<file path="src/rtl/painterengine_gpu_dma_reader.sv">
// AXI4 burst read master: fetches a word range into a FWFT FIFO and streams it
// out on a valid/next lane, with sticky done/error reporting (error = state[4]).
module painterengine_gpu_dma_reader #(
  parameter int PARAM_MAX_BURST  = 16,
  parameter int PARAM_FIFO_DEPTH = 32,
  parameter int PARAM_TIMEOUT    = 256
) (
  input  logic        i_wire_clock,
  input  logic        i_wire_resetn,
  input  logic        i_wire_start,
  input  logic [31:0] i_wire_address,
  input  logic [31:0] i_wire_length,
  output logic        o_wire_done,
  output logic        o_wire_error,
  output logic [2:0]  o_wire_error_type,
  output logic [31:0] o_wire_data,
  output logic        o_wire_data_valid,
  input  logic        i_wire_data_next,
  output logic        o_wire_M_AXI_ARID,
  output logic [31:0] o_wire_M_AXI_ARADDR,
  output logic [7:0]  o_wire_M_AXI_ARLEN,
  output logic [2:0]  o_wire_M_AXI_ARSIZE,
  output logic [1:0]  o_wire_M_AXI_ARBURST,
  output logic        o_wire_M_AXI_ARLOCK,
  output logic [3:0]  o_wire_M_AXI_ARCACHE,
  output logic [2:0]  o_wire_M_AXI_ARPROT,
  output logic [3:0]  o_wire_M_AXI_ARQOS,
  output logic        o_wire_M_AXI_ARVALID,
  input  logic        i_wire_M_AXI_ARREADY,
  input  logic        i_wire_M_AXI_RID,
  input  logic [31:0] i_wire_M_AXI_RDATA,
  input  logic [1:0]  i_wire_M_AXI_RRESP,
  input  logic        i_wire_M_AXI_RLAST,
  input  logic        i_wire_M_AXI_RVALID,
  output logic        o_wire_M_AXI_RREADY,
  output logic [4:0]  o_wire_debug_state
);

  localparam int AW = $clog2(PARAM_FIFO_DEPTH);
  localparam int CW = AW + 1;
  localparam int TW = $clog2(PARAM_TIMEOUT) + 1;

  typedef enum logic [4:0] {
    S_IDLE        = 5'h00,
    S_CHECK       = 5'h01,
    S_CALC        = 5'h02,
    S_ADDR        = 5'h03,
    S_DATA        = 5'h04,
    S_DRAIN       = 5'h05,
    S_DONE        = 5'h06,
    S_ALIGN_ERR   = 5'h11,
    S_LEN_ERR     = 5'h12,
    S_TIMEOUT_ERR = 5'h13,
    S_RESP_ERR    = 5'h14,
    S_LAST_ERR    = 5'h15
  } state_t;

  state_t state, state_next;

  logic [31:0]   cur_addr, job_length, offset;
  logic [8:0]    burst, beat;
  logic [TW-1:0] tmo_cnt;
  logic [31:0]   fifo_mem [PARAM_FIFO_DEPTH];
  logic [AW-1:0] wptr, rptr;
  logic [CW-1:0] fifo_count, fifo_free;

  logic [31:0] remaining, offset_sum;
  logic [10:0] boundary_beats;
  logic [8:0]  burst_calc;
  logic        ar_fire, r_fire, beat_is_last, tmo_hit;
  logic        push, pop, flush;
  logic        unused_inputs;

  assign unused_inputs = ^{i_wire_M_AXI_RID, i_wire_M_AXI_RRESP[0]};

  // Valid/ready: a transfer happens on any rising edge where both are high.
  // ARVALID is only driven in ADDR, RREADY only in DATA, so they never overlap.
  assign ar_fire      = (state == S_ADDR) && i_wire_M_AXI_ARREADY;
  assign r_fire       = (state == S_DATA) && i_wire_M_AXI_RVALID;
  assign beat_is_last = (beat == burst - 9'd1);
  assign tmo_hit      = (tmo_cnt == TW'(PARAM_TIMEOUT - 1));
  assign offset_sum   = offset + {23'b0, burst};

  // Burst never exceeds remaining words, the max burst, or the next 4KB page.
  always_comb begin
    remaining      = job_length - offset;
    boundary_beats = 11'((13'h1000 - {1'b0, cur_addr[11:0]}) >> 2);
    burst_calc     = 9'(PARAM_MAX_BURST);
    if (remaining < 32'(PARAM_MAX_BURST)) burst_calc = remaining[8:0];
    if (boundary_beats < {2'b0, burst_calc}) burst_calc = boundary_beats[8:0];
  end

  assign fifo_free = CW'(PARAM_FIFO_DEPTH) - fifo_count;

  always_comb begin
    state_next = state;
    case (state)
      S_IDLE:  if (i_wire_start) state_next = S_CHECK;
      S_CHECK: begin
        if (cur_addr[1:0] != 2'b00)  state_next = S_ALIGN_ERR;
        else if (job_length == 32'd0) state_next = S_LEN_ERR;
        else                          state_next = S_CALC;
      end
      S_CALC:  if (32'(fifo_free) >= 32'(burst_calc)) state_next = S_ADDR;
      S_ADDR: begin
        if (ar_fire)      state_next = S_DATA;
        else if (tmo_hit) state_next = S_TIMEOUT_ERR;
      end
      S_DATA: begin
        if (r_fire) begin
          if (i_wire_M_AXI_RRESP[1])                 state_next = S_RESP_ERR;
          else if (i_wire_M_AXI_RLAST != beat_is_last) state_next = S_LAST_ERR;
          else if (beat_is_last)
            state_next = (offset_sum < job_length) ? S_CALC : S_DRAIN;
        end else if (tmo_hit) begin
          state_next = S_TIMEOUT_ERR;
        end
      end
      S_DRAIN: if (fifo_count == '0) state_next = S_DONE;
      S_DONE, S_ALIGN_ERR, S_LEN_ERR, S_TIMEOUT_ERR, S_RESP_ERR, S_LAST_ERR:
        if (!i_wire_start) state_next = S_IDLE;
      default: state_next = S_IDLE;
    endcase
  end

  always_ff @(posedge i_wire_clock or negedge i_wire_resetn) begin
    if (!i_wire_resetn) state <= S_IDLE;
    else                state <= state_next;
  end

  always_ff @(posedge i_wire_clock or negedge i_wire_resetn) begin
    if (!i_wire_resetn) begin
      cur_addr   <= '0;
      job_length <= '0;
      offset     <= '0;
      burst      <= '0;
      beat       <= '0;
      tmo_cnt    <= '0;
    end else begin
      case (state)
        S_IDLE: if (i_wire_start) begin
          cur_addr   <= i_wire_address;
          job_length <= i_wire_length;
          offset     <= '0;
        end
        S_CALC: begin
          burst   <= burst_calc;
          beat    <= '0;
          tmo_cnt <= '0;
        end
        S_ADDR: tmo_cnt <= ar_fire ? '0 : tmo_cnt + TW'(1);
        S_DATA: begin
          if (r_fire) begin
            beat    <= beat + 9'd1;
            tmo_cnt <= '0;
            if (beat_is_last) begin
              offset   <= offset_sum;
              cur_addr <= cur_addr + {21'b0, burst, 2'b00};
            end
          end else begin
            tmo_cnt <= tmo_cnt + TW'(1);
          end
        end
        default: ;
      endcase
    end
  end

  // FWFT FIFO; cleared on the edge that enters an error state.
  assign push  = r_fire;
  assign pop   = o_wire_data_valid && i_wire_data_next;
  assign flush = state_next[4] && !state[4];

  always_ff @(posedge i_wire_clock) begin
    if (push) fifo_mem[wptr] <= i_wire_M_AXI_RDATA;
  end

  always_ff @(posedge i_wire_clock or negedge i_wire_resetn) begin
    if (!i_wire_resetn) begin
      wptr       <= '0;
      rptr       <= '0;
      fifo_count <= '0;
    end else if (flush) begin
      wptr       <= '0;
      rptr       <= '0;
      fifo_count <= '0;
    end else begin
      if (push) wptr <= wptr + AW'(1);
      if (pop)  rptr <= rptr + AW'(1);
      case ({push, pop})
        2'b10:   fifo_count <= fifo_count + CW'(1);
        2'b01:   fifo_count <= fifo_count - CW'(1);
        default: ;
      endcase
    end
  end

  assign o_wire_data       = fifo_mem[rptr];
  assign o_wire_data_valid = (fifo_count != '0) && !state[4];
  assign o_wire_done       = (state == S_DONE);
  assign o_wire_error      = state[4];
  assign o_wire_error_type = state[4] ? state[2:0] : 3'd0;
  assign o_wire_debug_state = state;

  assign o_wire_M_AXI_ARID    = 1'b0;
  assign o_wire_M_AXI_ARADDR  = cur_addr;
  assign o_wire_M_AXI_ARLEN   = 8'(burst - 9'd1);
  assign o_wire_M_AXI_ARSIZE  = 3'b010;
  assign o_wire_M_AXI_ARBURST = 2'b01;
  assign o_wire_M_AXI_ARLOCK  = 1'b0;
  assign o_wire_M_AXI_ARCACHE = 4'b0010;
  assign o_wire_M_AXI_ARPROT  = 3'b000;
  assign o_wire_M_AXI_ARQOS   = 4'b0000;
  assign o_wire_M_AXI_ARVALID = (state == S_ADDR);
  assign o_wire_M_AXI_RREADY  = (state == S_DATA);

endmodule

</file>
<file path="config.mk">
export PLATFORM = sky130hd
export DESIGN_NAME = painterengine_gpu_dma_reader
export DESIGN_NICKNAME = d
export VERILOG_FILES = /design/src/rtl/painterengine_gpu_dma_reader.sv
export SDC_FILE = /design/constraint.sdc
export NUM_CORES = 1
export LEC_CHECK = 0
export CORE_AREA = 10 10 350 352
export CTS_BUF_LIST = sky130_fd_sc_hd__clkbuf_4
export CTS_CLUSTER_SIZE = 12
export DETAILED_ROUTE_END_ITERATION = 10
export DIE_AREA = 0 0 360 362
export DONT_BUFFER_PORTS = 1
export RECOVER_POWER = 25
export SLEW_MARGIN = 25
export SYNTH_ARGS = -nofsm -noshare
export SYNTH_HDL_FRONTEND = slang
export SYNTH_SLANG_ARGS = --single-unit
</file>
<file path="constraint.sdc">
create_clock -name i_wire_clock -period 7.5 [get_ports i_wire_clock]
set_input_delay 1.5 -clock i_wire_clock [delete_from_list [all_inputs] [get_ports i_wire_clock]]
set_output_delay 1.5 -clock i_wire_clock [all_outputs]
set_load 0.01 [all_outputs]
</file>
## Word level (Yosys, flattened, before mapping)

Memories as Yosys holds them, arrays and structs flattened.
Index checks and enable logic that the tools add are counted.

- Register bits after elaboration: 144
- RAM bits: 1,024
- Output and inout port bits: 103
- Logic and storage cells: 111
- Memories: 1

- Add/sub/neg operators: 12
- Order comparisons: 4
- Equal/unequal tests: 23
- Mux-type cells: 38
- Reductions and logical operators: 22

Memories:

| name | depth | width | read ports | clocked after memory_dff | wr ports | RTL line | source |
|---|---|---|---|---|---|---|---|
| fifo_mem | 32 | 32 | 1 | 0 | 1 | 63 | `logic [31:0] fifo_mem [PARAM_FIFO_DEPTH];` |

Operators by type and width:

| kind | count |
|---|---|
| 32-bit 2-to-1 mux | 6 |
| 32-bit one-hot mux with 2 select lines | 2 |
| 5-bit 2-to-1 mux | 16 |
| 9-bit 2-to-1 mux | 5 |
| 5-bit one-hot mux with 7 select lines | 1 |
| 32-bit by 11-bit adder with 32-bit output | 1 |
| 32-bit by 9-bit adder with 32-bit output | 1 |
| 32-bit logical NOT | 1 |
| 32-bit less-than comparator | 1 |
| 32-bit by 5-bit less-than comparator with 1-bit output, second input constant | 1 |
| 32-bit subtractor | 1 |
| 9-bit one-hot mux with 3 select lines | 1 |
| 5-bit equality test, second input constant | 5 |
| 9-bit by 1-bit adder with 9-bit output, second input constant | 2 |
| 9-bit one-hot mux with 2 select lines | 1 |
| 5-bit by 3-bit equality test with 1-bit output, second input constant | 3 |
| 13-bit by 12-bit subtractor with 13-bit output, first input constant | 1 |
| 6-bit one-hot mux with 2 select lines | 1 |
| 11-bit by 9-bit less-than comparator with 1-bit output | 1 |
| 5-bit by 1-bit adder with 5-bit output, second input constant | 2 |
| 5-bit by 2-bit equality test with 1-bit output, second input constant | 2 |
| 2-bit nonzero test | 5 |
| 9-bit by 8-bit equality test with 1-bit output, second input constant | 1 |
| 9-bit equality test | 1 |
| 25 further kinds | 37 |

## Logic depth before layout (Yosys ltp)

Gate-level depths: netlist of the first run.

- Depth in word-level cells: 10
- Depth in mapped cells: 29

## Worst setup path before layout of the first run

Ideal clock, no wire load.

- Path kind: register to register
- Start point: register job_length[0]
- End point: register state[0] (netlist: o_wire_debug_state[0])
- Library setup time: 124 ps
- Data arrival time: 6,418 ps
- Required time: 7,376 ps
- Path slack: 958 ps
- Stages on the path, launching flop included: 30
- Buffers on the path: 0
- Clock period less this slack: 6,542 ps
- Cell sequence: dfrtp_1 > inv_1 > ha_1 > fa_1 > and2b_1 > o2111a_1 > o2111a_1 > nor2_2 > nor4b_1 > o221ai_1 > or4b_2 > nor4b_2 > and3_1 > ha_1 > a21o_1 > a21o_1 > a211oi_1 > o211ai_1 > inv_1 > nand2_1 > mux2i_1 > a2bb2oi_1 > ha_1 > a21o_1 > a21o_1 > a21oi_1 > o21ai_0 > a21boi_0 > or3b_2 > a211o_1

- Cells in the longest elaborated chain, start to end: 8

Ends and longest elaborated chain:

| item | RTL line | source |
|---|---|---|
| start: declaration | 60 | `logic [31:0] cur_addr, job_length, offset;` |
| start signal: assignment | 143 | `job_length <= i_wire_length;` |
| 32-bit subtractor | 86 | `remaining = job_length - offset;` |
| 32-bit by 5-bit less-than comparator with 1-bit output | 89 | `if (remaining < 32'(PARAM_MAX_BURST)) burst_calc = remaining[8:0];` |
| 9-bit 2-to-1 mux | 89 |  |
| 11-bit by 9-bit less-than comparator with 1-bit output | 90 | `if (boundary_beats < {2'b0, burst_calc}) burst_calc = boundary_beats[8:0];` |
| 9-bit 2-to-1 mux | 90 |  |
| 6-bit by 9-bit greater-or-equal comparator with 1-bit output | 104 | `S_CALC: if (32'(fifo_free) >= 32'(burst_calc)) state_next = S_ADDR;` |
| 2-bit != test (no line) | - |  |
| 5-bit AND reduction (no line) | - |  |
| end signal: assignment | 128 | `else state <= state_next;` |
| end: declaration | 58 | `state_t state, state_next;` |

Several ways; a longest one is shown, not always the timed one. The select of a mux whose other input is x is not followed.
A chain may end at the register's enable or synchronous reset.

## Worst setup path in the final report of the first run

- Start point: register job_length[9]
- End point: register state[0] (netlist: o_wire_debug_state[0])

The elaborated chain is that of the path after synthesis.

==> flow_metrics.env, run 1 <==
export IMPL_setup_tns_ns=0
export IMPL_start_kind="flop"
export IMPL_hp_class="in -> async"
export IMPL_synth_adder_area_share_pct=2.77
export IMPL_drc=0
export IMPL_synth_top_family_by_area="multiplexers"
export IMPL_drv_slew=0
export IMPL_synth_area_top_cells="edfxtp_1 60%, mux4_2 14%, dfrtp_1 7.0%"
export IMPL_row_count=125
export IMPL_post_route_util_pct=49.8
export IMPL_worstSetupStartpoint="job_length[9]"
export IMPL_htree_levels=5
export IMPL_start_util_pct=44.7
export IMPL_r2r_start="job_length[9]"
export IMPL_synthFlopType="edfxtp_1"
export IMPL_leakage_nw=19.4
export IMPL_dpl_cell_area_um2=53700
export IMPL_fmax_mhz=141
export IMPL_cp_data_arrival_time_ns=8.16
export IMPL_vdd_drop_max_mv=0.213
export IMPL_reg2reg_depth=26
export IMPL_vias_per_cell=5.95
export IMPL_cp_end_kind="flop"
export IMPL_post_route_min_period_ns=7.09
export IMPL_maxCapViolCount=0
export IMPL_synthCells=3054
export IMPL_yosysTopAreaCell="edfxtp_1"
export IMPL_wirelength_mm=134
export IMPL_status="finished, final reports clean"
export IMPL_cts_buffers=317
export IMPL_finalNetCount=3521
export IMPL_die_x_um=360
export IMPL_synth_xor_area_share_pct=1.67
export IMPL_grt_pass1_wl_mm=200
export IMPL_grt_max_degree=145
export IMPL_multiInputGateArea_um2=16600
export IMPL_synth_top_cell_area_share_pct=59.6
export IMPL_power_density_nw_per_um2=345
export IMPL_synthTopCellsByCount="1,024 x edfxtp_1, 320 x mux4_2, 146 x nor2_1, 144 x dfrtp_1, 135 x nand2_1"
export IMPL_worstReg2RegEnd="o_wire_debug_state[0]"
export IMPL_synth_most_common_cell="edfxtp_1"
export IMPL_die_height_um=362
export IMPL_dr_pass1_iters=6
export IMPL_grtUsageTotal_pct=20.3
export IMPL_finalCritPeriodShare_pct=94.5
export IMPL_syn_area_um2=51600
export IMPL_critPathKind="reg -> reg"
export IMPL_r2r_setup_slack_ns=0.41
export IMPL_max_slew_margin_pct=24.7
export IMPL_hold_viol_final=0
export IMPL_cts_tree="yes"
export IMPL_avgSynthCellArea_um2=16.9
export IMPL_globalRoute_totalOverflow=0
export IMPL_grt_pass1_vias=30700
export IMPL_yosys_mux_area_fraction_pct=15.6
export IMPL_worst_pin_slew_ns=1.12
export IMPL_portBuffers=0
export IMPL_synth_edf_count=1024
export IMPL_dieArea_um2=130000
export IMPL_cp_max_fo=11
export IMPL_coreArea_um2=115000
export IMPL_yosys_warnings=0
export IMPL_skew_ns=0.0947
export IMPL_cts_sinks=1168
export IMPL_place_hpwl_mm=78.5
export IMPL_gp_congestion=0.875
export IMPL_totalPowerFinal_mw=19.8
export IMPL_cts_root_buf="clkbuf_4"
export IMPL_path_clk_slew_ns=0.07
export IMPL_clockBufferDepth=4
export IMPL_worst_slack_ns=0.414
export IMPL_drive_gt1_share_pct=29.1
export IMPL_async_reset_ff_share_pct=12.3
export IMPL_ys_seq_elements=1168
export IMPL_seqCellArea_um2=34400
export IMPL_crit_required_ns=8.58
export IMPL_vias=29900
export IMPL_routedWlPerCell_um=26.6
export IMPL_fillers=9645
export IMPL_final_cell_area_um2=57500
export IMPL_ios=209
export IMPL_synth_distinct_cells=89
export IMPL_first_iter_violations=2672
export IMPL_drtAntennaViolNets=0
export IMPL_areaGrowthSynthToFinish_pct=11.4
export IMPL_clock_latency_ns=1.19
export IMPL_antenna_found_initial=3
export IMPL_place_ws_ns=0.158
export IMPL_synth_compound_area_share_pct=5.51
export IMPL_synthSimpleGateAreaFrac_pct=5.68
export IMPL_ys_seq_area_share_pct=66.6
export IMPL_finalSetupViolCount=0
==> layout by cell type, fill, tap and decap left out, drive strengths merged, types with 76 or more instances in the layout <==
cell and count:
a21oi 105, buf 76, clkbuf 446, dfrtp 144
edfxtp 1024, ha 108, inv 104, mux4 320
nand2 136, nor2 147, o21ai 106
==> metrics by stage <==
| stage | hold WS [ns] | instances |
|---|---|---|
| 2_1_floorplan | 0.442 | 3075 |
| 3_3_place_gp | 0.460 | 4504 |
| 3_5_place_dp | 0.469 | 4504 |
| 4_1_cts | 0.190 | 5016 |
| 5_1_grt | 0.208 | 5026 |
| 6_report | 0.324 | 5026 |
==> registers in the layout, indices dropped and copies added, names as in the netlist <==
name,cells
beat,9
burst,9
fifo_count,6
fifo_mem,1024
job_length,32
o_wire_M_AXI_ARADDR,32
o_wire_debug_state,5
offset,32
rptr,5
tmo_cnt,9
wptr,5
==> area by class of cell <==
| class | instances | share of cell area (%) |
|---|---|---|
| Sequential cell | 1168 | 59.8 |
| Multi-Input combinational cell | 1642 | 28.8 |
| Clock inverter | 65 | 0.485 |
| Inverter | 98 | 0.640 |
| Clock buffer | 446 | 5.82 |
| Timing Repair Buffer | 76 | 1.14 |
| Antenna cell | 7 | 0.0305 |
| Tap cell | 1524 | 3.32 |
==> worst max path at each step <==
stage / to / slack [ns] / depth (start not counted)
final: o_wire_debug_state[0] / 0.41 / 26
after CTS: o_wire_debug_state[0] / 0.18 / 29
after floorplan: o_wire_debug_state[0] / 0.96 / 29
after global placement: o_wire_debug_state[0] / 0.17 / 29
after global routing: o_wire_debug_state[0] / -0.04 / 26
after detailed placement: o_wire_debug_state[0] / 0.16 / 29
==> cell families (layout without fill, tap and decap cells) <==
| logic type | after synthesis | after routing |
|---|---|---|
| compound gates | 434 | 434 |
| xor+xnor | 92 | 92 |
| fa+ha+maj | 112 | 112 |
| buf+inv | 265 | 685 |
| flops | 1168 | 1168 |
| mux | 398 | 398 |
| other cells | 2 | 30 |
| simple gates | 583 | 583 |
==> metal layers <==
metal  wire length, um  vias to the layer above  track usage, %
met3             10900                      241            5.18
met2             65400                     1276            32.9
met4              3320                        2            7.11
li1                  -                    12900               -
met1             54200                    15500            26.6
met5                13                        -               0
==> worst max-delay path: stages (launching register included) <==
cell and delay [ns]:
dfrtp_1 0.43, ha_1 0.43, a21oi_1 0.43, o21ai_2 0.12
a211o_1 0.34, o21ai_2 0.34, o221ai_1 0.19, or4b_2 0.67
nor4b_4 0.38, and3_1 0.22, ha_1 0.25, a21o_1 0.20
a21o_1 0.19, a211oi_1 0.23, o211ai_1 0.16, inv_2 0.13
nand2_1 0.11, mux2i_2 0.25, a2bb2oi_1 0.19, ha_1 0.24
a21o_1 0.16, a21o_1 0.17, a21oi_1 0.15, o21ai_0 0.15
a21boi_0 0.15, or3b_2 0.47, a211o_1 0.25
==> power by group <==
part | switching, mW | internal [mW] | leakage [nW]
Clock | 2.51 | 2.74 | 2.20
Sequential | 0.624 | 7.30 | 11.0
Combinational | 3.50 | 3.17 | 6.20
Total | 6.63 | 13.2 | 19.4
==> timing repair <==
action                                  CTS  global route
hold buffers                              1             0
endpoints found under the hold margin   144             0
setup buffers                             0             3
endpoints found under the setup margin    0             1
gates resized for setup                   0            13
Power figures use the tool's default switching activity.
==> inputs of run 2 (changes only) <==
--- a/config.mk
+++ b/config.mk
@@ -5,11 +5,11 @@
 export SDC_FILE = /design/constraint.sdc
 export NUM_CORES = 1
 export LEC_CHECK = 0
-export CORE_AREA = 10 10 350 352
+export CORE_AREA = 10 10 371 373
 export CTS_BUF_LIST = sky130_fd_sc_hd__clkbuf_4
 export CTS_CLUSTER_SIZE = 12
 export DETAILED_ROUTE_END_ITERATION = 10
-export DIE_AREA = 0 0 360 362
+export DIE_AREA = 0 0 381 383
 export DONT_BUFFER_PORTS = 1
 export RECOVER_POWER = 25
 export SLEW_MARGIN = 25
==> run 2 against run 1 <==
  * Clock skew increased by 0.0055 ns
  * Largest cell class unchanged
  * Routed wire length decreased by 2.1%
  * Critical path depth increased by 3
  * Worst hold slack got worse by 0.15 ns
  * Maximum frequency decreased by 0.22%
  * Cell count increased by 4.6%
  * First-iteration DRC count decreased by 6.7%
  * Cell area increased by 0.61%
  * Total power increased by 0.36%
  * Utilization decreased by 5.5 points
==> flow_metrics.env, run 2 (synthesized netlist as in run 1, its figures left out) <==
export IMPL_place_hpwl_mm=77.4
export IMPL_leakage_nw=19.5
export IMPL_hold_viol_final=0
export IMPL_reg2reg_depth=29
export IMPL_clockBufferDepth=4
export IMPL_r2r_start="job_length[0]"
export IMPL_gp_congestion=0.905
export IMPL_cpPeakStageDelay_ns=0.66
export IMPL_grt_pass1_wl_mm=194
export IMPL_finalNetCount=3520
export IMPL_start_util_pct=39.6
export IMPL_dpl_cell_count=4726
export IMPL_finalCritPeriodShare_pct=94.7
export IMPL_start_kind="flop"
export IMPL_status="finished, final reports clean"
export IMPL_worst_path_max_delay_cell="or4b_2"
export IMPL_cts_buffers=325
export IMPL_cp_data_arrival_time_ns=8.15
export IMPL_cts_sinks=1168
export IMPL_worstReg2RegEnd="o_wire_debug_state[0]"
export IMPL_post_route_util_pct=44.3
export IMPL_coreArea_um2=130000
export IMPL_drtAntennaViolNets=0
export IMPL_cp_end_kind="flop"
export IMPL_final_cell_mix="1,024 x edfxtp_1, 465 x clkbuf_4, 320 x mux4_2"
export IMPL_totalPowerFinal_mw=19.9
export IMPL_largest_reg_flops=1024
export IMPL_grt_max_degree=145
export IMPL_vdd_drop_max_mv=0.221
export IMPL_cts_root_buf="clkbuf_4"
export IMPL_die_x_um=381
export IMPL_dieArea_um2=146000
export IMPL_drc=0
export IMPL_worstSetupStartpoint="job_length[0]"
export IMPL_row_count=133
export IMPL_cts_tree="yes"
export IMPL_clock_latency_ns=1.21
export IMPL_fmax_mhz=141
export IMPL_post_route_min_period_ns=7.10
export IMPL_vias=29500
export IMPL_dpl_cell_area_um2=53900
export IMPL_antenna_found_initial=7
export IMPL_worst_pin_slew_ns=0.989
export IMPL_first_iter_violations=2494
export IMPL_drv_slew=0
export IMPL_crit_end="o_wire_debug_state[0]"
export IMPL_die_height_um=383
export IMPL_seqCellArea_um2=34400
export IMPL_layout_cells_non_filler=5256
export IMPL_wirelength_mm=131
export IMPL_hp_class="in -> async"
export IMPL_max_slew_margin_pct=34.1
export IMPL_grtUsageTotal_pct=17.8
export IMPL_cpMostUsedCell="a21o_1"
export IMPL_finalSetupViolCount=0
export IMPL_multiInputGateArea_um2=16600
export IMPL_maxCapViolCount=0
export IMPL_areaGrowthSynthToFinish_pct=12.1
export IMPL_vias_per_cell=5.61
export IMPL_setup_tns_ns=0
export IMPL_ios=209
export IMPL_routedWlPerCell_um=24.9
export IMPL_r2r_setup_slack_ns=0.40
export IMPL_cp_max_fo=8
export IMPL_final_common_cell="edfxtp_1"
export IMPL_fillers=11500
export IMPL_top_register="fifo_mem"
export IMPL_power_density_nw_per_um2=344
export IMPL_dr_pass1_iters=5
export IMPL_drive_gt1_share_pct=29.4
export IMPL_path_clk_slew_ns=0.06
export IMPL_grt_pass1_vias=29900
export IMPL_crit_required_ns=8.55
export IMPL_globalRoute_totalOverflow=0
export IMPL_final_cell_area_um2=57800
export IMPL_skew_ns=0.100
export IMPL_critPathKind="reg -> reg"
export IMPL_portBuffers=0
export IMPL_htree_levels=5
run 2: worst min path at each step:
stage,startpoint,depth (start not counted),end,slack (ns)
after floorplan,tmo_cnt[7],1,tmo_cnt[7],0.44
after global placement,offset[19],1,offset[19],0.46
after detailed placement,offset[19],1,offset[19],0.47
after CTS,i_wire_M_AXI_RDATA[20],0,fifo_mem[12][20],0.20
after global routing,i_wire_resetn,1,job_length[28],0.16
final,i_wire_resetn,1,job_length[28],0.18
run 2: metal layers:
layer	up-vias	part of all wire [%]	GRT usage, %
li1	12900	-	-
met5	-	0.0092	0
met2	1072	48	28.5
met1	15200	42	23.2
met3	242	7.3	4.75
met4	2	2.4	6.37
run 2: layout make-up:
cell class	count	share of cell area, %
flip-flops and latches	1168	59.4
well taps	1755	3.80
diodes	8	0.0346
multi-input cells	1642	28.6
clock buffers	465	6.03
inverters	98	0.636
clock inverters	53	0.452
repair buffers	67	1.01
run 2: worst max-delay path: cells and delay by family, from the launching register on:
kind / cells / cell delay [ns]
buffers and inverters: 2 / 0.22
and+or+nand+nor: 8 / 2.41
muxes: 1 / 0.24
DFF: 1 / 0.42
AOI/OAI and AO/OA: 14 / 2.78
adders and majority gates: 4 / 0.89
run 2: repair_timing:
action | CTS | global route
setup endpoints to repair | 0 | 1
gates resized for setup | 0 | 14
buffers inserted | 0 | 3
hold endpoints to repair | 144 | 0
hold buffers | 1 | 0
run 2: per-stage QoR:
step / setup slack, ns / hold WS, ns
floorplan: 0.958 / 0.442
global placement: 0.0936 / 0.459
detailed placement: 0.0822 / 0.465
CTS: 0.00774 / 0.197
global route: -0.0387 / 0.158
finish: 0.398 / 0.178
run 2: power breakdown:
group | internal [mW] | switching (mW)
registers | 7.30 | 0.718
clock network | 2.88 | 2.51
logic | 3.13 | 3.38
